**config.mk**
```make
export PLATFORM = sky130hd
export DESIGN_NAME = press_classifier
export DESIGN_NICKNAME = d
export VERILOG_FILES = /design/src/rtl/press_classifier_pkg.sv /design/src/rtl/press_classifier.sv
export SDC_FILE = /design/constraint.sdc
export NUM_CORES = 1
export LEC_CHECK = 0
export CAP_MARGIN = 10
export CORE_AREA = 4 4 65 73
export DETAILED_ROUTE_END_ITERATION = 10
export DIE_AREA = 0 0 69 77
export GPL_ROUTABILITY_DRIVEN = 0
export HOLD_SLACK_MARGIN = 0.1
export PLACE_DENSITY = 0.67
export SYNTH_ARGS = -nofsm -noshare
export SYNTH_HDL_FRONTEND = slang
export SYNTH_SLANG_ARGS = --single-unit
```
**constraint.sdc**
```tcl
create_clock -name i_Clk -period 3.3 [get_ports i_Clk]
set_input_delay 0.825 -clock i_Clk [delete_from_list [all_inputs] [get_ports i_Clk]]
set_output_delay 0.825 -clock i_Clk [all_outputs]
set_load 0.03 [all_outputs]
```
**src/rtl/press_classifier_pkg.sv**
```systemverilog
// Shared state encoding and sizing helper for the press classifier.
package press_classifier_pkg;

    localparam logic [2:0] ST_IDLE   = 3'd0;
    localparam logic [2:0] ST_PRESS1 = 3'd1;
    localparam logic [2:0] ST_GAP    = 3'd2;
    localparam logic [2:0] ST_PRESS2 = 3'd3;
    localparam logic [2:0] ST_LONG   = 3'd4;

    typedef enum logic [2:0] {
        StIdle   = ST_IDLE,
        StPress1 = ST_PRESS1,
        StGap    = ST_GAP,
        StPress2 = ST_PRESS2,
        StLong   = ST_LONG
    } state_e;

    // One counter serves both the long-press and the gap timeout.
    function automatic int unsigned cnt_width(input int unsigned a, input int unsigned b);
        int unsigned m;
        m = (a > b) ? a : b;
        return $clog2(m);
    endfunction

endpackage

```
**src/rtl/press_classifier.sv**
```systemverilog
// Classifies a debounced switch into short, long and double presses.
module press_classifier
    import press_classifier_pkg::*;
#(
    parameter int unsigned LONG_CLKS = 12500000,
    parameter int unsigned GAP_CLKS  = 5000000
) (
    input  logic i_Clk,
    input  logic i_Rst_L,
    input  logic i_Switch,
    output logic o_Short,
    output logic o_Long,
    output logic o_Double,
    output logic o_Held
);

    localparam int unsigned CNT_W = cnt_width(LONG_CLKS, GAP_CLKS);
    localparam logic [CNT_W-1:0] LONG_TERM = CNT_W'(LONG_CLKS - 1);
    localparam logic [CNT_W-1:0] GAP_TERM  = CNT_W'(GAP_CLKS - 1);

    state_e           r_state;
    state_e           w_state_next;
    logic [CNT_W-1:0] r_count;
    logic [CNT_W-1:0] w_count_next;
    logic [CNT_W-1:0] w_count_inc;
    logic             r_short;
    logic             r_long;
    logic             r_double;
    logic             r_held;
    logic             w_short_next;
    logic             w_long_next;
    logic             w_double_next;
    logic             w_held_next;

    // Saturating increment so the counter can never wrap.
    assign w_count_inc = (r_count == '1) ? r_count : r_count + 1'b1;

    always_comb begin
        w_state_next  = r_state;
        w_count_next  = r_count;
        w_short_next  = 1'b0;
        w_long_next   = 1'b0;
        w_double_next = 1'b0;

        case (r_state)
            StIdle: begin
                if (i_Switch) w_state_next = StPress1;
            end
            StPress1: begin
                if (i_Switch && (r_count == LONG_TERM)) begin
                    w_state_next = StLong;
                    w_long_next  = 1'b1;
                end else if (!i_Switch) begin
                    w_state_next = StGap;
                end else begin
                    w_count_next = w_count_inc;
                end
            end
            StGap: begin
                // A new rise wins over the timeout on the terminal cycle.
                if (i_Switch) begin
                    w_state_next = StPress2;
                end else if (r_count == GAP_TERM) begin
                    w_state_next = StIdle;
                    w_short_next = 1'b1;
                end else begin
                    w_count_next = w_count_inc;
                end
            end
            StPress2: begin
                if (!i_Switch) begin
                    w_state_next  = StIdle;
                    w_double_next = 1'b1;
                end
            end
            StLong: begin
                if (!i_Switch) w_state_next = StIdle;
            end
            default: w_state_next = StIdle;
        endcase

        if (w_state_next != r_state) w_count_next = '0;
        w_held_next = (w_state_next == StLong);
    end

    always_ff @(posedge i_Clk or negedge i_Rst_L) begin
        if (!i_Rst_L) begin
            r_state  <= StIdle;
            r_count  <= '0;
            r_short  <= 1'b0;
            r_long   <= 1'b0;
            r_double <= 1'b0;
            r_held   <= 1'b0;
        end else begin
            r_state  <= w_state_next;
            r_count  <= w_count_next;
            r_short  <= w_short_next;
            r_long   <= w_long_next;
            r_double <= w_double_next;
            r_held   <= w_held_next;
        end
    end

    assign o_Short  = r_short;
    assign o_Long   = r_long;
    assign o_Double = r_double;
    assign o_Held   = r_held;

endmodule

```
# Yosys cells after proc, flatten, opt, wreduce, memory -nomap -nowiden
# Cells that the tools add are included.
[totals] ff_bits=31 in_bits=3 output_inout_bits=4
[classes] add_sub_neg=1 eq_ne=13 n_mux=21 n_reduce_logical=5
[ops] cell="two-way mux 24 bit" n=6
[ops] cell="== test 24 bit (second input constant)" n=2
[ops] cell="one-hot mux 24 bit (2 select lines)" n=1
[ops] cell="adder 24 x 1 -> 24 bit (second input constant)" n=1
[ops] cell="== test 24 x 23 -> 1 bit (second input constant)" n=1
[ops] cell="two-way mux 3 bit" n=6
[ops] cell="inequality test 3 bit (second input constant)" n=4
[ops] cell="one-hot mux 3 bit (4 select lines)" n=1
[ops] cell="two-way mux 1 bit" n=7
[ops] cell="== test 3 x 2 -> 1 bit (second input constant)" n=2
[ops] cell="== test 3 bit (second input constant)" n=2
[ops] cell="AND reduction 5 bit" n=1
[ops] cell="== test 3 x 1 -> 1 bit (second input constant)" n=1
[ops] cell="logical NOT 3 bit" n=1
[ops] cell="inequality test 3 bit" n=1
[ops] cell="nonzero test 3 bit" n=1
[ops] cell="OR reduction 2 bit" n=1
[ops] cell="logical AND 1 bit" n=1

# Depth between registers and ports, before layout
[depth] ltp_word=7 mapped_depth=9 ltp_nobuf=7

# Worst setup path after synthesis
# Ideal clock, no wire load.
[synth_path] path_kind="register -> register" startpoint="reg r_count[12]" endpoint="reg r_count[1]" arrival_ps=2400 required_ps=3180 slack_ps=781 stages_incl_launch_ff=9 synth_period_minus_slack_ps=2519 cell_sequence="dfrtp_1 -> or4b_1 -> or4_4 -> o31a_4 -> o21ai_4 -> buf_6 -> buf_8 -> mux2i_1 -> nor2_2"
[synth_via] elab_chain_len=7 word_cells_on_any_way=22 classes_between="eq/ne: 8; mux: 11; reduce/logical: 3"
[synth_rtl] element="start, declared" line_no="press_classifier.sv:23" rtl="logic [CNT_W-1:0] r_count;"
[synth_rtl] element="start signal, assigned" line_no="press_classifier.sv:96" rtl="r_count <= w_count_next;"
[synth_rtl] element="== test 24 x 23 -> 1 bit / == test 24 bit (equally long branches)" line_no="press_classifier.sv:63, press_classifier.sv:50"
[synth_rtl] element="two-way mux 3 bit / logical AND 1 bit (equally long branches)" line_no="press_classifier.sv:63, press_classifier.sv:50"
[synth_rtl] element="two-way mux 3 bit, on equally long branches" line_no="press_classifier.sv:61, press_classifier.sv:50"
[synth_rtl] element="one-hot mux 3 bit (4 select lines)" line_no="press_classifier.sv:45" rtl="case (r_state)"
[synth_rtl] element="inequality test 3 bit" line_no="press_classifier.sv:82" rtl="if (w_state_next != r_state) w_count_next = '0;"
[synth_rtl] element="inequality test 3 bit (no line) / nonzero test 3 bit (equally long branches)"
[synth_rtl] element="AND reduction 5 bit (no line)"
# Several ways; a longest one is shown, not always the timed one. The select of a mux whose other input is x is not followed.
# A chain may end at the register's enable or synchronous reset.

# Final worst setup path
[layout_path] startpoint="in i_Switch" endpoint="reg r_count[14]"
[layout_via] elab_chain_len=6 word_cells_on_any_way=15 classes_between="eq/ne: 5; mux: 7; reduce/logical: 3"
[layout_rtl] element="start, declared" line_no="press_classifier.sv:10" rtl="input logic i_Switch,"
[layout_rtl] element="two-way mux 3 bit / logical AND 1 bit (equally long branches)" line_no="press_classifier.sv:53, press_classifier.sv:50"
[layout_rtl] element="two-way mux 3 bit" line_no="press_classifier.sv:50" rtl="if (i_Switch && (r_count == LONG_TERM)) begin"
[layout_rtl] element="one-hot mux 3 bit (4 select lines)" line_no="press_classifier.sv:45"
[layout_rtl] element="inequality test 3 bit" line_no="press_classifier.sv:82"
[layout_rtl] element="inequality test 3 bit (no line) / nonzero test 3 bit (equally long branches)"
[layout_rtl] element="AND reduction 5 bit (no line)"
# Several ways; a longest one is shown, not always the timed one.

==> metrics.md <==
| Metric | Value |
|---|---|
| Top Ports | 7 |
| CTS root buffer | clkbuf_8 |
| Post-synthesis compound-gate area fraction | 0.1974 |
| Number of buffers created by CTS | 5 |
| H-tree depth | 2 |
| Largest net degree at the start of global routing | 32 |
| Internal Dissipation | 0.6044 mW |
| F_max | 0.3628 GHz |
| Post-Synth Adder-Cell Area | 0.007179 |
| Clock sinks | 31 |
| Ranking of synthesized cells by area | dfrtp_1, or3_1, a21oi_1, xor2_1, nand3_1 |
| Number of global-route vias before repair | 1,468 |
| Share of cells above drive strength 1 | 0.09231 |
| Primary FF master, synth | dfrtp_1 |
| Clock Skew | 0.001686 ns |
| Initial antenna violation count | 0 |
| Post-synthesis xor/xnor area fraction | 0.03518 |
| GR Overflow Total | 0 |
| Critical path launch point type | input pin |
| VDD IR max | 0.1563 mV |
| Post-Synthesis Cells | 183 |
| RSZ-0062 raised after global routing | no |
| Worst-Skew Late Latency | 0.28 ns |
| Hold Vio Cnt, Final | 0 |
| Most numerous cell in the Yosys netlist | dfrtp_1 |
| Synth Area per Inst | 9.524 um^2 |
| Count of cell types in the netlist | 45 |
| Overall Global Routing Usage | 0.1524 |
| Placed Area | 1867 um^2 |
| Kind of critical path | input pin to flop |
| Mux contribution to synthesized area | 0.005743 |
| Simple-gate share of the synthesized area | 0.2735 |
| Worst Hold Class | flop to flop |
| First-pass GRT wire length | 6.603 mm |
| N_diodes | 0 |
| Layout Nets | 198 |
| Via count | 1,468 |
| Post-DR vias/cell | 5.943 |
| Fin crit share | 0.8352 |
| Die ar. | 5313 um^2 |
| Leak | 0.7726 nW |
| Clock power share | 0.404 |
| Worst-Margin Slew | 0.8094 ns |
| Post_cts resized | 0 |
| Die Y | 77 um |
| Max-cap violation count | 0 |
| Seq/Total Area, Yosys | 0.4451 |
| FF+latch count, synth | 31 |
| Sequential fraction of design power | 0.503 |
| Setup bufs post-CTS | 0 |
| Post-DP HPWL | 2.716 mm |
| Area growth syn-to-layout | 12.85% |
| Power Density | 401.2 nW/um^2 |
| Synth warn | 0 |
| Synthesized area | 1743 um^2 |
| CP Capture Type | flop |
| EDFF count, synth | 0 |
| Tmin final | 2.756 ns |
| Net switching power | 0.1848 mW |
| Synth cell count leaders | dfrtp_1, a21oi_1, or3_1 |
| Final Max Slew Viols | 0 |
| Design area | 1967 um^2 |
| TNS Setup | 0 ns |
| Worst Path Required | 3.50 ns |
| Drt first-iter violations | 74 |
| Final setup violation count | 0 |
| Rel. slew slack | 0.4555 |
| Clock Path Buffers | 2 |
| Final Util | 0.4962 |
| Critical path fanouts, max | 30 |
| Die Width | 69 um |
| Starting density of the core | 0.4397 |
| CTS Hold Buffers Added | 0 |
| Port bufs | 6 |
| WL final | 3.707 mm |
| Antenna Nets Post-Route | 0 |
| Syn Nets | 187 |
| Largest family of logic cells by synthesized area | simple AND/OR/NAND/NOR gates |
| Core area | 3964 um^2 |
| Combinational share of power | 0.093 |
| CP arrival | 2.96 ns |
| TritonCTS clock tree | done |
| Rows | 24 |
| Avg WL per Cell | 15.01 um |
| Switching share of power | 0.2341 |
| Area share of the largest cell type after synthesis | 0.4451 |
| Drt drc | 0 |
| Clock transition at the registers of the reported paths | 0.06 ns |
| Status | finished, final reports clean |
| Ys async rst share | 1.000 |
| First drt pass iteration count | 4 |
| Cell taking the most area after synthesis | dfrtp_1 |
==> worst max-delay path, cell delays in order <==
cell	delay, ns
clkdlybuf4s50_1	0.43
buf_4	0.17
nor4_1	0.44
o31a_4	0.29
o21ai_4	0.07
buf_12	0.16
or4_1	0.39
a21oi_1	0.17
==> cell type report <==
cell class / instances / area [um^2]
inverters: 3 / 11.26
clock buffers: 8 / 100.1
flip-flops and latches: 31 / 775.7
repair buffers: 11 / 110.1
well taps: 52 / 65.06
multi-input cells: 142 / 904.6
fillers: 374 / 1997
==> cells in the final DEF (no fill, tap or decap), types with 3 or more instances in the layout <==
cell and count:
a21oi_1 17, nand3b_1 4, nand4_1 3, clkbuf_8 7
inv_1 3, dfrtp_1 31, o2111ai_1 4, nor3_1 4
nor2_1 10, o21ai_1 12, and3_1 4, nand2_1 8
o31ai_1 3, nor4_1 5, nand3_1 12, or4_1 5
xor2_1 7, or3_1 15, buf_4 4, clkdlybuf4s50_1 6
==> cells by family (layout without fill, tap and decap cells) <==
logic type / Yosys count / in the layout
fa+ha+maj: 1 / 1
simple gates: 82 / 82
mux: 1 / 1
buf+inv: 10 / 22
compound gates: 51 / 51
xor+xnor: 7 / 7
flops: 31 / 31
==> final timing paths <==
| check | startpoint | end | depth (start not counted) | slack (ns) |
|---|---|---|---|---|
| hold reg to reg | r_count[19] | r_count[19] | 2 | 0.57 |
| setup reg to reg | r_count[0] | r_count[22] | 7 | 0.70 |
| hold / removal | r_count[19] | r_count[19] | 2 | 0.57 |
| setup / recovery | i_Switch | r_count[14] | 8 | 0.54 |
| min in group asynchronous | i_Rst_L | o_Short | 2 | 0.94 |
| max in group asynchronous | i_Rst_L | r_count[13] | 2 | 2.08 |
==> stage by stage <==
stage / std cells / power, mW / setup slack [ns] / hold WS (ns)
after floorplan: 183 / 0.4535 / 0.7807 / 0.4881
after global placement: 239 / 0.4738 / 0.3431 / 0.5330
after detailed placement: 239 / 0.4783 / 0.2283 / 0.5532
after CTS: 247 / 0.7994 / 0.5218 / 0.5661
after global routing: 247 / 0.8291 / 0.4185 / 0.5909
final: 247 / 0.7892 / 0.5437 / 0.5687
==> registers in the layout (all words and copies together), names as in the netlist <==
| name | count |
|---|---|
| o_Double | 1 |
| o_Held | 1 |
| r_state | 3 |
| o_Long | 1 |
| o_Short | 1 |
| r_count | 24 |
==> routing by layer <==
layer | track usage | wire (um) | part of all wire
met1 | 0.1841 | 1590 | 0.43
met2 | 0.2557 | 1889 | 0.51
met3 | 0.03660 | 155 | 0.042
met4 | 0.06836 | 71 | 0.019
met5 | 0 | 0 | 0
==> power groups by stage <==
stage               clock [mW]  sequential [mW]  combinational [mW]
global route             0.349            0.398              0.0821
global placement             0            0.402              0.0715
CTS                      0.328            0.397              0.0747
finish                   0.319            0.397              0.0733
detailed placement           0            0.404              0.0746
floorplan                    0            0.402              0.0512
Power figures use the tool's default switching activity.
